## config.mk

```make
export PLATFORM = sky130hd
export DESIGN_NAME = exec_datapath
export DESIGN_NICKNAME = d
export VERILOG_FILES = /design/src/rtl/exec_datapath.sv
export SDC_FILE = /design/constraint.sdc
export NUM_CORES = 2
export LEC_CHECK = 0
export ABC_AREA = 0
export ABC_CLOCK_PERIOD_IN_PS = 70500
export CAP_MARGIN = 20
export CORE_MARGIN = 8
export CORE_UTILIZATION = 40
export CTS_BUF_LIST = sky130_fd_sc_hd__clkbuf_4 sky130_fd_sc_hd__clkbuf_8 sky130_fd_sc_hd__clkbuf_16
export DETAILED_ROUTE_END_ITERATION = 10
export PLACE_DENSITY = 0.56
export SYNTH_ARGS = -nofsm -noshare
export SYNTH_HDL_FRONTEND = slang
export SYNTH_SLANG_ARGS = --single-unit
```

## constraint.sdc

```tcl
create_clock -name clk -period 70.5 [get_ports clk]
set_input_delay 10.575 -clock clk [delete_from_list [all_inputs] [get_ports clk]]
set_output_delay 10.575 -clock clk [all_outputs]
set_load 0.02 [all_outputs]
```

## src/rtl/exec_datapath.sv

```systemverilog
// Single-issue datapath: register file, immediate extender, ALU and writeback mux
// sequenced by a FETCH/EXEC/WB FSM. Optional overflow trap: EXEC_OVF_TRAP_EN.
module exec_datapath #(
  parameter int unsigned DataSize = 32,
  parameter int unsigned AddrSize = 5,
  parameter int unsigned RegNum   = 2**AddrSize
) (
  input  logic                clk,
  input  logic                rst,
  input  logic                instr_valid,
  output logic                instr_ready,
  input  logic [AddrSize-1:0] read_address1,
  input  logic [AddrSize-1:0] read_address2,
  input  logic [AddrSize-1:0] write_address,
  input  logic [4:0]          imm_5bit,
  input  logic [14:0]         imm_15bit,
  input  logic [19:0]         imm_20bit,
  input  logic [1:0]          imm_sel,
  input  logic                imm_reg_select,
  input  logic                wb_select,
  input  logic                wb_en,
  input  logic [3:0]          opcode,
  output logic                result_valid,
  output logic [DataSize-1:0] result,
  output logic                alu_overflow,
  output logic                ovf_sticky
);

  localparam int unsigned ShiftW = $clog2(DataSize);
  localparam int unsigned Msb    = DataSize - 1;

  typedef enum logic [1:0] {IDLE, FETCH, EXEC, WB} state_t;

  state_t              state;
  logic [AddrSize-1:0] ra1_q, ra2_q, wa_q;
  logic [4:0]          imm5_q;
  logic [14:0]         imm15_q;
  logic [19:0]         imm20_q;
  logic [1:0]          imm_sel_q;
  logic                irs_q, wbs_q, wbe_q;
  logic [3:0]          opcode_q;
  logic [DataSize-1:0] src1_q, src2_q;
  logic [DataSize-1:0] regs [RegNum];

  logic [DataSize-1:0] imm_ext_c, alu_res_c, sum_c, diff_c;
  logic [ShiftW-1:0]   shamt_c;
  logic                alu_ovf_c, wr_en_c;

  // Immediate formats: zero or sign extension to the datapath width
  always_comb begin
    imm_ext_c = '0;
    case (imm_sel_q)
      2'b00:   imm_ext_c = DataSize'(imm5_q);
      2'b01:   imm_ext_c = DataSize'($signed(imm15_q));
      2'b10:   imm_ext_c = DataSize'(imm15_q);
      default: imm_ext_c = DataSize'($signed(imm20_q));
    endcase
  end

  assign sum_c   = src1_q + src2_q;
  assign diff_c  = src1_q - src2_q;
  assign shamt_c = src2_q[ShiftW-1:0];

  always_comb begin
    alu_res_c = '0;
    alu_ovf_c = 1'b0;
    case (opcode_q)
      4'h0: begin
        alu_res_c = sum_c;
        alu_ovf_c = (src1_q[Msb] == src2_q[Msb]) && (sum_c[Msb] != src1_q[Msb]);
      end
      4'h1: begin
        alu_res_c = diff_c;
        alu_ovf_c = (src1_q[Msb] != src2_q[Msb]) && (diff_c[Msb] != src1_q[Msb]);
      end
      4'h2:    alu_res_c = src1_q & src2_q;
      4'h3:    alu_res_c = src1_q | src2_q;
      4'h4:    alu_res_c = src1_q ^ src2_q;
      4'h5:    alu_res_c = src1_q << shamt_c;
      4'h6:    alu_res_c = src1_q >> shamt_c;
      4'h7:    alu_res_c = $unsigned($signed(src1_q) >>> shamt_c);
      4'h8:    alu_res_c = DataSize'($signed(src1_q) < $signed(src2_q));
      4'h9:    alu_res_c = src2_q;
      default: alu_res_c = '0;
    endcase
  end

`ifdef EXEC_OVF_TRAP_EN
  // An overflowing ALU writeback is dropped; forwarding src2 is never trapped
  assign wr_en_c = wbe_q && !(alu_overflow && !wbs_q);

  always_ff @(posedge clk or posedge rst) begin
    if (rst) begin
      ovf_sticky <= 1'b0;
    end else if (state == EXEC && alu_ovf_c) begin
      ovf_sticky <= 1'b1;
    end
  end
`else
  assign wr_en_c    = wbe_q;
  assign ovf_sticky = 1'b0;
`endif

  always_ff @(posedge clk or posedge rst) begin
    if (rst) begin
      state        <= IDLE;
      instr_ready  <= 1'b1;
      ra1_q        <= '0;
      ra2_q        <= '0;
      wa_q         <= '0;
      imm5_q       <= '0;
      imm15_q      <= '0;
      imm20_q      <= '0;
      imm_sel_q    <= '0;
      irs_q        <= 1'b0;
      wbs_q        <= 1'b0;
      wbe_q        <= 1'b0;
      opcode_q     <= '0;
      src1_q       <= '0;
      src2_q       <= '0;
      result       <= '0;
      result_valid <= 1'b0;
      alu_overflow <= 1'b0;
    end else begin
      result_valid <= 1'b0;
      case (state)
        IDLE: begin
          if (instr_valid) begin
            ra1_q       <= read_address1;
            ra2_q       <= read_address2;
            wa_q        <= write_address;
            imm5_q      <= imm_5bit;
            imm15_q     <= imm_15bit;
            imm20_q     <= imm_20bit;
            imm_sel_q   <= imm_sel;
            irs_q       <= imm_reg_select;
            wbs_q       <= wb_select;
            wbe_q       <= wb_en;
            opcode_q    <= opcode;
            instr_ready <= 1'b0;
            state       <= FETCH;
          end
        end
        FETCH: begin
          src1_q <= regs[ra1_q];
          src2_q <= irs_q ? imm_ext_c : regs[ra2_q];
          state  <= EXEC;
        end
        EXEC: begin
          result       <= wbs_q ? src2_q : alu_res_c;
          alu_overflow <= alu_ovf_c;
          result_valid <= 1'b1;
          state        <= WB;
        end
        WB: begin
          instr_ready <= 1'b1;
          state       <= IDLE;
        end
        default: state <= IDLE;
      endcase
    end
  end

  // Register file; the WB write lands before the next FETCH, so no forwarding
  always_ff @(posedge clk or posedge rst) begin
    if (rst) begin
      for (int i = 0; i < int'(RegNum); i++) regs[i] <= '0;
    end else if (state == WB && wr_en_c) begin
      regs[wa_q] <= result;
    end
  end

endmodule

```

After elaboration in Yosys (flattened, before gate mapping)
Cells that the tools add are included.
- output and inout bits: 36
- bits in latches: 0
- memories: 0
- register bits after elaboration: 1189
- ROM bits: 0
- RAM bits: 0
- shift operators: 3
- reductions and logical operators: 10
- mux-type cells: 19
- bitwise operators: 6
- $lt $le $gt $ge: 5
- equality and inequality tests: 19
- multiply operators: 0
- add/subtract/negate cells: 2
- div/mod/pow operators: 0
- operator list (operator ; number):
    bitwise mux 1024 bit ; 1
    binary-select mux 32 bit (select 5 bit) ; 2
    case mux 32 bit (10 select lines) ; 1
    2-to-1 mux 32 bit ; 7
    demux 32 bit (select 5 bit) ; 1
    case mux 32 bit (3 select lines) ; 1
    adder 32 bit ; 1
    bitwise AND 32 bit ; 1
    less-than comparator 32 bit ; 1
    bitwise OR 32 bit ; 1
    left shift 32 x 5 -> 32 bit ; 1
    >> shifter 32 x 5 -> 32 bit ; 1
    >>> shifter 32 x 5 -> 32 bit ; 1
    subtractor 32 bit ; 1
    bitwise XOR 32 bit ; 1
    greater-or-equal comparator 6 bit (second input constant) ; 3
    inverter 5 -> 6 bit ; 3
    equality test 4 x 3 -> 1 bit (second input constant) ; 4
    equality test 4 x 2 -> 1 bit (second input constant) ; 2
    equality test 4 bit (second input constant) ; 2
    case mux 2 bit (4 select lines) ; 1
    equality test 2 bit (second input constant) ; 3
    less-than comparator 6 x 1 -> 1 bit (second input constant) ; 1
    equality test 2 x 1 -> 1 bit (second input constant) ; 2
    12 further kinds ; 21

Longest topological paths before layout
- depth in word-level cells: 6
- depth in mapped cells: 14
- mapped depth without buffers: 13

Least setup slack after synthesis
Ideal clock, no wire load.
- kind: input to register
- start point: in instr_valid
- end point: reg imm15_q[0]
- slack: 58.720 ns
- required time: 70.375 ns
- arrival time: 11.656 ns
- stages on the path: 4
- cells stage by stage: nand2_1 > clkbuf_1 > clkbuf_1 > mux2_2
- cells in the longest elaborated chain, start to end: 1
- ends and longest elaborated chain (what ; line ; RTL):
    from (decl) ; 10 ; input logic instr_valid,
    AND reduction 2 bit (no line) ; -- ;
    to (signal assigned) ; 133 ; imm15_q <= imm_15bit;
    to (decl) ; 37 ; logic [14:0] imm15_q;
Every way passes these cells.
A chain may end at the register's enable or synchronous reset.

==> flow_metrics.env <==
export IMPL_status="finished, final reports clean"
export IMPL_start_kind="input port"
export IMPL_r2r_cells=11
export IMPL_clk_pin_slew_ns=0.06
export IMPL_async_flop_share=1.00
export IMPL_worst_path_buf_inv=6
export IMPL_die_w_um=433
export IMPL_syn_to_final_growth_pct=11.8
export IMPL_grt_pass1_wl_um=350000
export IMPL_antenna_found_initial=3
export IMPL_fin_nets=5139
export IMPL_slowest_delay_ns=0.84
export IMPL_yosysWarningCount=0
export IMPL_final_fill_count=15600
export IMPL_p_per_area_nw_per_um2=48.3
export IMPL_synth_edf_count=0
export IMPL_relSlewSlack=0.211
export IMPL_finalSetupTns_ns=0
export IMPL_cts_buffer_depth=3
export IMPL_worstPathMaxFanout=96
export IMPL_clock_root_buffer="clkbuf_16"
export IMPL_end_kind="async pin"
export IMPL_core_um2=173000
export IMPL_ir_drop_mv=0.0312
export IMPL_grt_overflow_total=0
export IMPL_finalClockSkew_ns=0.0282
export IMPL_ios=103
export IMPL_synth_net_count=5265
export IMPL_gp_congestion=0.997
export IMPL_grt_max_degree=184
export IMPL_holdPathStages=2
export IMPL_avgRoutedWirePerCell_um=32.5
export IMPL_postRouteWirelength_um=241000
export IMPL_min_path_type="reg2reg"
export IMPL_leakagePower_nw=34.3
export IMPL_min_from="regs[828]"
export IMPL_crit_arrival_ns=14.84
export IMPL_hold_viol_final=0
export IMPL_hold_end="regs[828]"
export IMPL_finish_utilization=0.449
export IMPL_rsz0062_at_grt="false"
export IMPL_cp_slowest_cell="buf_4"
export IMPL_ant_nets=0
export IMPL_fp_dieH_um=433
export IMPL_drcViolationCount=0
export IMPL_syn_area_um2=69600
export IMPL_cts_buffers_inserted=136
export IMPL_reg2reg_from="src2_q[1]"
export IMPL_routed_via_density=6.41
export IMPL_track_usage=0.253
export IMPL_reg2reg_slack_ns=64.92
export IMPL_ctsHoldBuffers=0
export IMPL_ys_ff_latch=1189
export IMPL_crit_type="in2async"
export IMPL_fmax_mhz=71.5
export IMPL_synth_cells=5095
export IMPL_syn_area_per_cell_um2=13.7
export IMPL_cts_sinks=1189
export IMPL_cts_tree="done"
export IMPL_cpMostUsedCell="buf_4"
export IMPL_setup_viol=0
export IMPL_drtIter0Drc=4990
export IMPL_std_cell_rows=153
export IMPL_path_cells="clkdlybuf4s50_1, inv_8, buf_4, buf_4, buf_4, buf_4"
export IMPL_die_area_um2=188000
export IMPL_synth_ff_type="dfrtp_1"
export IMPL_fin_crit_sh=0.199
export IMPL_cts_setup_buffers=0
export IMPL_tightest_slew_ns=1.18
export IMPL_ys_seq_area_frac=0.427
export IMPL_cts_resized=0
export IMPL_drv_cap=0
export IMPL_critPathTopFamily="buffers and inverters"
export IMPL_ys_types=81
export IMPL_drive_above_1_share=0.442
export IMPL_htreeDepth=4
export IMPL_vias=47500
export IMPL_grt_pass1_vias=47800
export IMPL_finalCriticalPeriod_ns=13.99
export IMPL_first_pass_iters=6
export IMPL_rr_endpoint="result[25]"
export IMPL_drv_slew=0
export IMPL_port_buffers=101
export IMPL_start_util=0.401
export IMPL_place_hpwl_um=146000
export IMPL_critPathRequiredTime_ns=71.35
export IMPL_clock_latency_ns=0.80
[sequential cells by signal (all words and copies together), names as in the netlist, 2 cells and up]
register	flops
src2_q	32
imm15_q	15
opcode_q	4
src1_q	32
state	2
imm20_q	20
imm_sel_q	2
wa_q	5
ra2_q	5
ra1_q	5
regs	1024
imm5_q	5
result	32
[through the flow]
| step | power, mW | cells | hold WS [ns] | setup slack [ns] | instance area [µm²] |
|---|---|---|---|---|---|
| 6_report | 3.76 | 7399 | 0.498 | 56.51 | 77900 |
| 4_1_cts | 3.75 | 7388 | 0.498 | 56.38 | 77700 |
| 5_1_grt | 3.94 | 7398 | 0.522 | 55.90 | 77900 |
| 2_1_floorplan | 2.39 | 5095 | 0.461 | 26.43 | 69600 |
| 3_5_place_dp | 3.00 | 7146 | 0.485 | 55.50 | 73000 |
| 3_3_place_gp | 2.98 | 7143 | 0.476 | 55.54 | 73000 |
[cell usage after synthesis, types with 8 or more instances]
library cell  count  area, µm²
a2111oi_0         9       78.8
a211o_1           8       70.1
a211oi_1         27        203
a21o_1           17        128
a21oi_1         190        951
a221oi_1         29        254
a22oi_1          28        210
a31oi_1          22        138
and2_1           13       81.3
buf_1            75        282
buf_2            17       85.1
clkbuf_1        408       1530
dfrtp_1        1188      29700
ha_1            101       1260
inv_1           104        390
mux2_2         1068      12000
mux2i_1          98        981
mux4_2          710      16000
nand2_1         202        758
nand2b_1         12       75.1
nand3_1          37        185
nand4_1          12       75.1
nor2_1          247        927
nor2b_1          17        106
nor3_1           33        165
nor4_1           12       75.1
o2111ai_1        11       96.3
o211ai_1         36        270
o21a_1            9       67.6
o21ai_0         165        826
o21bai_1         10       75.1
o221ai_1         13        114
o22a_1           14        123
o22ai_1          13       81.3
o31ai_1          11       82.6
or3_1            16        100
[placed cells by master, fill, tap and decap left out, types with 17 or more instances in the layout]
| cell | synthesis | final |
|---|---|---|
| dfrtp_1 | 1188 | 1173 |
| a21oi_1 | 190 | 190 |
| mux4_2 | 710 | 710 |
| clkbuf_16 | 0 | 139 |
| nor2b_1 | 17 | 17 |
| clkinv_2 | 0 | 23 |
| a21o_1 | 17 | 17 |
| o211ai_1 | 36 | 36 |
| a211oi_1 | 27 | 27 |
| ha_1 | 101 | 99 |
| nand3_1 | 37 | 37 |
| nor3_1 | 33 | 33 |
| nand2_1 | 202 | 185 |
| a22oi_1 | 28 | 28 |
| nor2_1 | 247 | 231 |
| inv_1 | 104 | 102 |
| nand2_4 | 0 | 17 |
| buf_4 | 4 | 125 |
| o21ai_0 | 165 | 164 |
| clkbuf_8 | 0 | 22 |
| a31oi_1 | 22 | 22 |
| clkdlybuf4s50_1 | 0 | 101 |
| mux2_2 | 1068 | 1068 |
| clkbuf_4 | 0 | 35 |
| a221oi_1 | 29 | 29 |
| mux2i_1 | 98 | 98 |
[how the worst max path moves through the flow]
stage / endpoint / cells after the start / from / slack [ns]
final: ra2_q[1] / 6 / rst / 56.51
after global routing: ra2_q[1] / 6 / rst / 55.90
after CTS: ra2_q[1] / 6 / rst / 56.38
after detailed placement: ra2_q[1] / 6 / rst / 55.50
after global placement: ra2_q[1] / 6 / rst / 55.54
after floorplan: alu_overflow / 1 / rst / 26.43
[cell type report]
cell class                 count  area, µm²  area share
clock inverter                46        574     0.00738
antenna                        1       2.50   0.0000321
clock buffer                 196       4040      0.0519
timing repair buffer         242       2280      0.0293
tap                         2325       2910      0.0374
inverter                     106        405     0.00521
multi-input combinational   3294      37900       0.486
sequential                  1189      29800       0.383
[layer usage]
metal | GRT usage | share of wire
met5 | 0 | 0.000054
met4 | 0.0956 | 0.042
met3 | 0.0455 | 0.068
met2 | 0.409 | 0.48
met1 | 0.341 | 0.41
[worst register-to-register path: stages, from the launching register on]
cell	delay [ns]
dfrtp_2	1.02
clkinv_1	0.73
ha_1	0.55
nor3_1	0.07
o31ai_1	0.53
a211o_1	0.29
a31oi_1	0.21
a311oi_1	0.72
o41ai_1	0.23
a21o_1	0.25
a221oi_1	0.73
nor3_1	0.10
[where the power goes]
part           leakage [nW]  total [mW]  internal (mW)  switching [mW]
Clock                  2.33       0.735          0.432           0.303
Sequential             16.1        1.20          0.923           0.277
Combinational          15.8        1.83          0.832           0.994
Total                  34.3        3.76           2.19            1.57
[cell families (layout without fill, tap and decap cells)]
logic type,Yosys count,in the layout,share of synthesized area
flip-flops,1189,1189,0.427
AO/OA/AOI/OAI,675,675,0.0627
XOR/XNOR,5,5,0.000629
multiplexers,1876,1876,0.416
adder cells (fa/ha/maj),103,103,0.0187
AND/OR/NAND/NOR,634,634,0.0404
buffers and inverters,612,590,0.0337
other,1,2,0.0000539
No activity file was read; power rests on OpenSTA's default activity.
